File: src/rtl/nfifo_pkg.sv
`default_nettype none
// ============================================================================
// Module   : nfifo_pkg
// Purpose  : Shared definitions for the nFIFO write-port arbiter.
//            Default data width, state encoding and a ceil(log2) helper
//            used to size the source tag.
// Revision : 1.0  initial release
// ============================================================================
package nfifo_pkg;

    localparam int C_DW_DEFAULT = 12;

    localparam logic [0:0] ST_IDLE  = 1'b0;
    localparam logic [0:0] ST_BURST = 1'b1;

    // Smallest r with 2**r >= n (returns 0 for n <= 1).
    function automatic int clog2(input int n);
        int r;
        r = 0;
        for (int i = 0; i < 31; i++) begin
            if ((1 << i) < n) begin
                r = i + 1;
            end
        end
        return r;
    endfunction

endpackage : nfifo_pkg
`default_nettype wire

File: src/rtl/rr_pick.sv
`default_nettype none
// ============================================================================
// Module   : rr_pick
// Purpose  : Combinational round-robin search. Returns the first asserted
//            req_valid bit starting at last_grant+1 and wrapping modulo NREQ.
// Ports    : req_valid  [NREQ-1:0] candidate requests
//            last_grant [SW-1:0]   most recently granted index
//            found                 any candidate asserted
//            idx        [SW-1:0]   selected index (0 when nothing found)
// Revision : 1.0  initial release
// ============================================================================
module rr_pick #(
    parameter int NREQ = 4,
    parameter int SW   = 2
) (
    input  logic [NREQ-1:0] req_valid,
    input  logic [SW-1:0]   last_grant,
    output logic            found,
    output logic [SW-1:0]   idx
);

    // Position k steps after the last grant, wrapped modulo NREQ so that
    // unused codes of a non-power-of-2 NREQ are never produced.
    function automatic logic [SW-1:0] pos_of(input logic [SW-1:0] lg, input int k);
        return SW'((int'(lg) + k) % NREQ);
    endfunction

    // Walk from the farthest candidate to the nearest so the nearest match
    // (the round-robin winner) is the last one written.
    always_comb begin
        found = 1'b0;
        idx   = '0;
        for (int k = NREQ; k >= 1; k--) begin
            if (req_valid[pos_of(last_grant, k)]) begin
                found = 1'b1;
                idx   = pos_of(last_grant, k);
            end
        end
    end

endmodule : rr_pick
`default_nettype wire

File: src/rtl/nfifo_rr_arbiter.sv
`default_nettype none
// ============================================================================
// Module   : nfifo_rr_arbiter
// Purpose  : Round-robin arbiter sharing the nFIFO write port among NREQ
//            valid/ready producers. One owner at a time for up to BURST_LEN
//            beats; accepted beats are forwarded one cycle later with a
//            source tag. All producers stall while fifo_full is high.
// Ports    : clk, reset (sync, active-high)
//            req_valid/req_data/req_ready  producer side (ready is comb.)
//            fifo_full                     nFIFO backpressure
//            fifo_wr_en/data/src           registered nFIFO write port
//            busy                          arbiter is inside a burst
// Revision : 1.0  initial release
// ============================================================================
module nfifo_rr_arbiter
    import nfifo_pkg::*;
#(
    parameter int NREQ      = 4,
    parameter int DW        = C_DW_DEFAULT,
    parameter int BURST_LEN = 4,
    parameter int SW        = clog2(NREQ)
) (
    input  logic               clk,
    input  logic               reset,
    input  logic [NREQ-1:0]    req_valid,
    input  logic [NREQ*DW-1:0] req_data,
    output logic [NREQ-1:0]    req_ready,
    input  logic               fifo_full,
    output logic               fifo_wr_en,
    output logic [DW-1:0]      fifo_wr_data,
    output logic [SW-1:0]      fifo_wr_src,
    output logic               busy
);

    localparam logic [3:0] C_BURST = 4'(BURST_LEN);

    logic [0:0]    r_state;
    logic [SW-1:0] r_owner;
    logic [SW-1:0] r_last_grant;
    logic [3:0]    r_cnt;
    logic          r_wr_en;
    logic [DW-1:0] r_wr_data;
    logic [SW-1:0] r_wr_src;

    logic          w_pick_found;
    logic [SW-1:0] w_pick_idx;
    logic          w_owner_valid;
    logic [SW-1:0] w_sel;
    logic          w_accept;
    logic [NREQ-1:0] w_ready;
    logic [DW-1:0] w_sel_data;

    rr_pick #(
        .NREQ (NREQ),
        .SW   (SW)
    ) u_pick (
        .req_valid  (req_valid),
        .last_grant (r_last_grant),
        .found      (w_pick_found),
        .idx        (w_pick_idx)
    );

    always_comb begin
        w_owner_valid = 1'b0;
        for (int i = 0; i < NREQ; i++) begin
            if (r_owner == SW'(i)) begin
                w_owner_valid = req_valid[i];
            end
        end

        w_sel = (r_state == ST_IDLE) ? w_pick_idx : r_owner;

        // Only one requester can ever be ready, so acceptance is decided
        // once here and then steered to the selected index.
        w_accept = 1'b0;
        if (!reset && !fifo_full) begin
            if (r_state == ST_IDLE) begin
                w_accept = w_pick_found;
            end else begin
                w_accept = w_owner_valid && (r_cnt < C_BURST);
            end
        end

        w_ready    = '0;
        w_sel_data = '0;
        for (int i = 0; i < NREQ; i++) begin
            if (w_sel == SW'(i)) begin
                w_ready[i] = w_accept;
                w_sel_data = req_data[i*DW +: DW];
            end
        end
    end

    always_ff @(posedge clk) begin
        if (reset) begin
            r_state      <= ST_IDLE;
            r_owner      <= '0;
            r_last_grant <= SW'(NREQ - 1);
            r_cnt        <= 4'd0;
            r_wr_en      <= 1'b0;
            r_wr_data    <= '0;
            r_wr_src     <= '0;
        end else begin
            r_wr_en <= w_accept;
            if (w_accept) begin
                r_wr_data <= w_sel_data;
                r_wr_src  <= w_sel;
            end

            if (r_state == ST_IDLE) begin
                if (w_accept) begin
                    r_owner      <= w_pick_idx;
                    r_last_grant <= w_pick_idx;
                    r_cnt        <= 4'd1;
                    if (BURST_LEN > 1) begin
                        r_state <= ST_BURST;
                    end
                end
            end else if (!fifo_full) begin
                // Release costs one bubble cycle; a stall (fifo_full) keeps
                // the owner and count untouched.
                if (!w_owner_valid || (r_cnt >= C_BURST)) begin
                    r_state <= ST_IDLE;
                end else begin
                    r_cnt <= r_cnt + 4'd1;
                end
            end
        end
    end

    assign req_ready    = w_ready;
    assign fifo_wr_en   = r_wr_en;
    assign fifo_wr_data = r_wr_data;
    assign fifo_wr_src  = r_wr_src;
    assign busy         = (r_state != ST_IDLE);

endmodule : nfifo_rr_arbiter
`default_nettype wire
File: config.mk
export PLATFORM = sky130hd
export DESIGN_NAME = nfifo_rr_arbiter
export DESIGN_NICKNAME = d
export VERILOG_FILES = /design/src/rtl/nfifo_pkg.sv /design/src/rtl/rr_pick.sv /design/src/rtl/nfifo_rr_arbiter.sv
export SDC_FILE = /design/constraint.sdc
export NUM_CORES = 1
export LEC_CHECK = 0
export ABC_CLOCK_PERIOD_IN_PS = 1400
export CAP_MARGIN = 10
export CORE_ASPECT_RATIO = 1.5
export CORE_UTILIZATION = 37
export CTS_CLUSTER_SIZE = 40
export DETAILED_ROUTE_END_ITERATION = 10
export PLACE_DENSITY = 0.77
export SKIP_LAST_GASP = 1
export SLEW_MARGIN = 5
export SYNTH_ARGS = -nofsm -noshare
export SYNTH_HDL_FRONTEND = slang
export SYNTH_SLANG_ARGS = --single-unit
File: constraint.sdc
create_clock -name clk -period 1.4 [get_ports clk]
set_input_delay 0.14 -clock clk [delete_from_list [all_inputs] [get_ports clk]]
set_output_delay 0.14 -clock clk [all_outputs]
set_load 0.01 [all_outputs]
==> impl_metrics.toml <==
[timing]
hold_viol = 0
rsz0062_at_grt = "true"
timing.fmax_ghz = 0.536
slew_violations = 0
setup_viol = 21
fin_crit_sh = 1.33
fin_crit_ns = 1.87
worstMarginPinSlew_ns = 0.457
holdWs_ns = 0.455
finClkSkew_ns = 0.00671
worst_slack_ns = -0.465
slew_headroom = 0.695

[die]
core_um2 = 4210
die_h_um = 83.1
io_pins = 75
die_area_um2 = 4660
dieWidth_um = 56.1
fp-row-count = 29
start_util = 0.385

[route]
drt_iter0_markers = 60
wl_per_cell_um = 16.1
vias = 1807
via_per_inst = 5.53
drt-total-wl_um = 5260
remaining_drc_errors = 0
final_antenna_net_count = 0
drt_pass1_iterations = 4

[pwr]
p_comb_frac = 0.495
vdd.ir_drop.worst_mv = 0.609
power-per-cell-area_nw_per_um2 = 804
clkPwrFrac = 0.171
p_switching_mw = 0.787
p_total_mw = 2.41
p_int_mw = 1.62
swShare = 0.327
power_frac_seq = 0.334
p_leak_nw = 1.15

[clocking]
cts_root_buffer = "clkbuf_8"
clk_pin_slew_ns = 0.08
clock_sinks = 24
ctsLongestPathBuffers = 2
tritoncts = "yes"
cts_hold_buf = 0
insertion_delay_ns = 0.27
numCtsBuffers = 3
cts.htree.levels = 1

[placement]
hpwl_um = 3590
gp_congestion = 0.821
io_buffers = 74

[synthesis]
syn_inst = 174
yosysSeqAreaShare = 0.296
synth_edf_count = 0
yosys_warnings = 0
async_flop_share = 0
dominantRegCellSynth = "dfxtp_1"
synth.avg_cell_area_um2 = 9.32
synthesis.nets = 230
ys_ff_latch = 24
synth.distinct_cells = 43
syn_area_um2 = 1620

[worst_hold_path]
min_path_type = "reg -> reg"

[cells_and_area]
area_delta_synth_final_pct = 84.6
fin_util = 0.711
seq_area_um2 = 490
n_fill_cell = 312
nNetsFinal = 339
n_antenna_cell = 0
multi_input_area_um2 = 1260
layout-drive-gt1-share = 0.374

[setup_path]
worstSetupEndpointType = "primary output"
cp_top_family = "buffers and inverters"
worst_ep_required_time_ns = 1.26
crit_type = "reg -> out"
max_stage_delay_ns = 0.36
path_cells = "buf_6 > nor3b_2 > a211oi_2 > buf_4 > mux2_4 > nor3_4 > buf_2"
arrival_ns = 1.73
worst-path-max-fanout = 5
path_buf_inv = 3
crit_slowest_cell = "dfxtp_4"
cp-start-kind = "flip-flop"

[global_route]
gr-usage-all-layers = 0.224
grt_pass1_wl_um = 8420
antenna_found_initial = 0
grt_pass1_vias = 1799
grt_max_degree = 25
grt_overflow = 0

[run]
max_cap_violations = 0

[status]
violations = "setup timing"
outcome = "complete, but fails checks"
[sequential cells by signal, indices dropped and copies added, names as in the netlist]
register / count
r_owner: 2
r_last_grant: 2
r_cnt: 4
fifo_wr_en: 1
fifo_wr_data: 12
busy: 1
fifo_wr_src: 2
[cells in the mapped netlist, types with 2 or more instances]
cell type  count  share of area
a21oi_1        4          0.012
nor3_1         5          0.015
buf_4          2         0.0093
clkbuf_1       4         0.0093
buf_2          2         0.0062
buf_6          4          0.028
dfxtp_1       24           0.30
and2_1        25          0.096
nand3b_1       9          0.042
a211oi_1       2         0.0093
nand3_1        2         0.0062
nor3_2         2          0.012
nor2_1         9          0.021
nand2_1       14          0.032
a221oi_1      12          0.065
o31ai_1       11          0.051
a221oi_2      12           0.11
nand2b_1       6          0.023
[cell families after synthesis]
family | after synthesis | share of synthesized area
AND/OR/NAND/NOR | 80 | 0.289
buffers and inverters | 15 | 0.0671
adder cells (fa/ha/maj) | 1 | 0.00771
flip-flops | 24 | 0.296
AO/OA/AOI/OAI | 52 | 0.317
multiplexers | 2 | 0.0231
[metal layers]
metal / share of wire / track usage / wire length, um
met1: 0.39 / 0.262 / 2040
met2: 0.54 / 0.396 / 2830
met3: 0.047 / 0.0296 / 245
met4: 0.027 / 0.104 / 144
met5: 0 / 0 / 0
[worst reg2reg max path, stage by stage, from the launching register on]
cell      delay, ns
dfxtp_4        0.36
buf_6          0.11
nor3b_2        0.16
a211oi_2       0.06
buf_4          0.14
mux2_4         0.35
buf_12         0.18
a221oi_4       0.28
o31ai_1        0.10
[stage by stage]
step	instances	worst slack (ns)	TNS, ns	instance area (um^2)
4_1_cts	324	-0.470	-8.73	2880
3_3_place_gp	311	-0.927	-18.20	2640
5_1_grt	327	-0.528	-10.03	2990
3_5_place_dp	311	-0.956	-18.89	2640
2_1_floorplan	174	-0.176	-2.21	1730
6_report	327	-0.465	-8.45	2990
[layout by cell type, fill, tap and decap left out, types with 2 or more instances in the layout]
cell             count
a21oi_1              3
a211oi_1             2
nand2b_1             5
a21oi_2              2
dfxtp_4              2
and2_1              24
nand2_1             13
clkdlybuf4s50_1     65
a221oi_4             4
nor2_4               2
buf_4               36
nor3_4               4
buf_6                5
dfxtp_2              2
buf_2                2
nor3_1               2
nand3b_1             9
a221oi_2            20
buf_12               4
dlygate4sd2_1        5
nor2_1               7
o31ai_1             11
clkbuf_8             3
dfxtp_1             20
[power by group through the flow]
stage               registers (mW)  clock network, mW  logic [mW]
global placement             0.819                  0       0.962
floorplan                    0.841                  0       0.526
global route                 0.815              0.447        1.26
CTS                          0.804              0.423        1.10
finish                       0.805              0.411        1.19
detailed placement           0.821                  0       0.970
[cell type report]
class                   count  share of cell area
multi-input cells         135               0.422
repair buffers            118               0.379
flip-flops and latches     24               0.164
well taps                  46              0.0192
clock buffers               3              0.0138
inverters                   1             0.00209
[worst paths after layout]
kind	startpoint	depth (start not counted)	slack [ns]	end
max	r_last_grant[0]	7	-0.47	req_ready[0]
min	fifo_wr_src[1]	2	0.46	fifo_wr_src[1]
max reg2reg	r_last_grant[0]	8	-0.46	fifo_wr_data[11]
min reg2reg	fifo_wr_src[1]	2	0.46	fifo_wr_src[1]
[repair_timing]
| action | CTS | global route |
|---|---|---|
| buffers inserted | 11 | 2 |
| setup endpoints to repair | 27 | 25 |
| cloned | 0 | 1 |
| pin swaps | 12 | 30 |
| gates resized for setup | 48 | 11 |
| hold endpoints to repair | 0 | 0 |
Power figures use the tool's default switching activity.
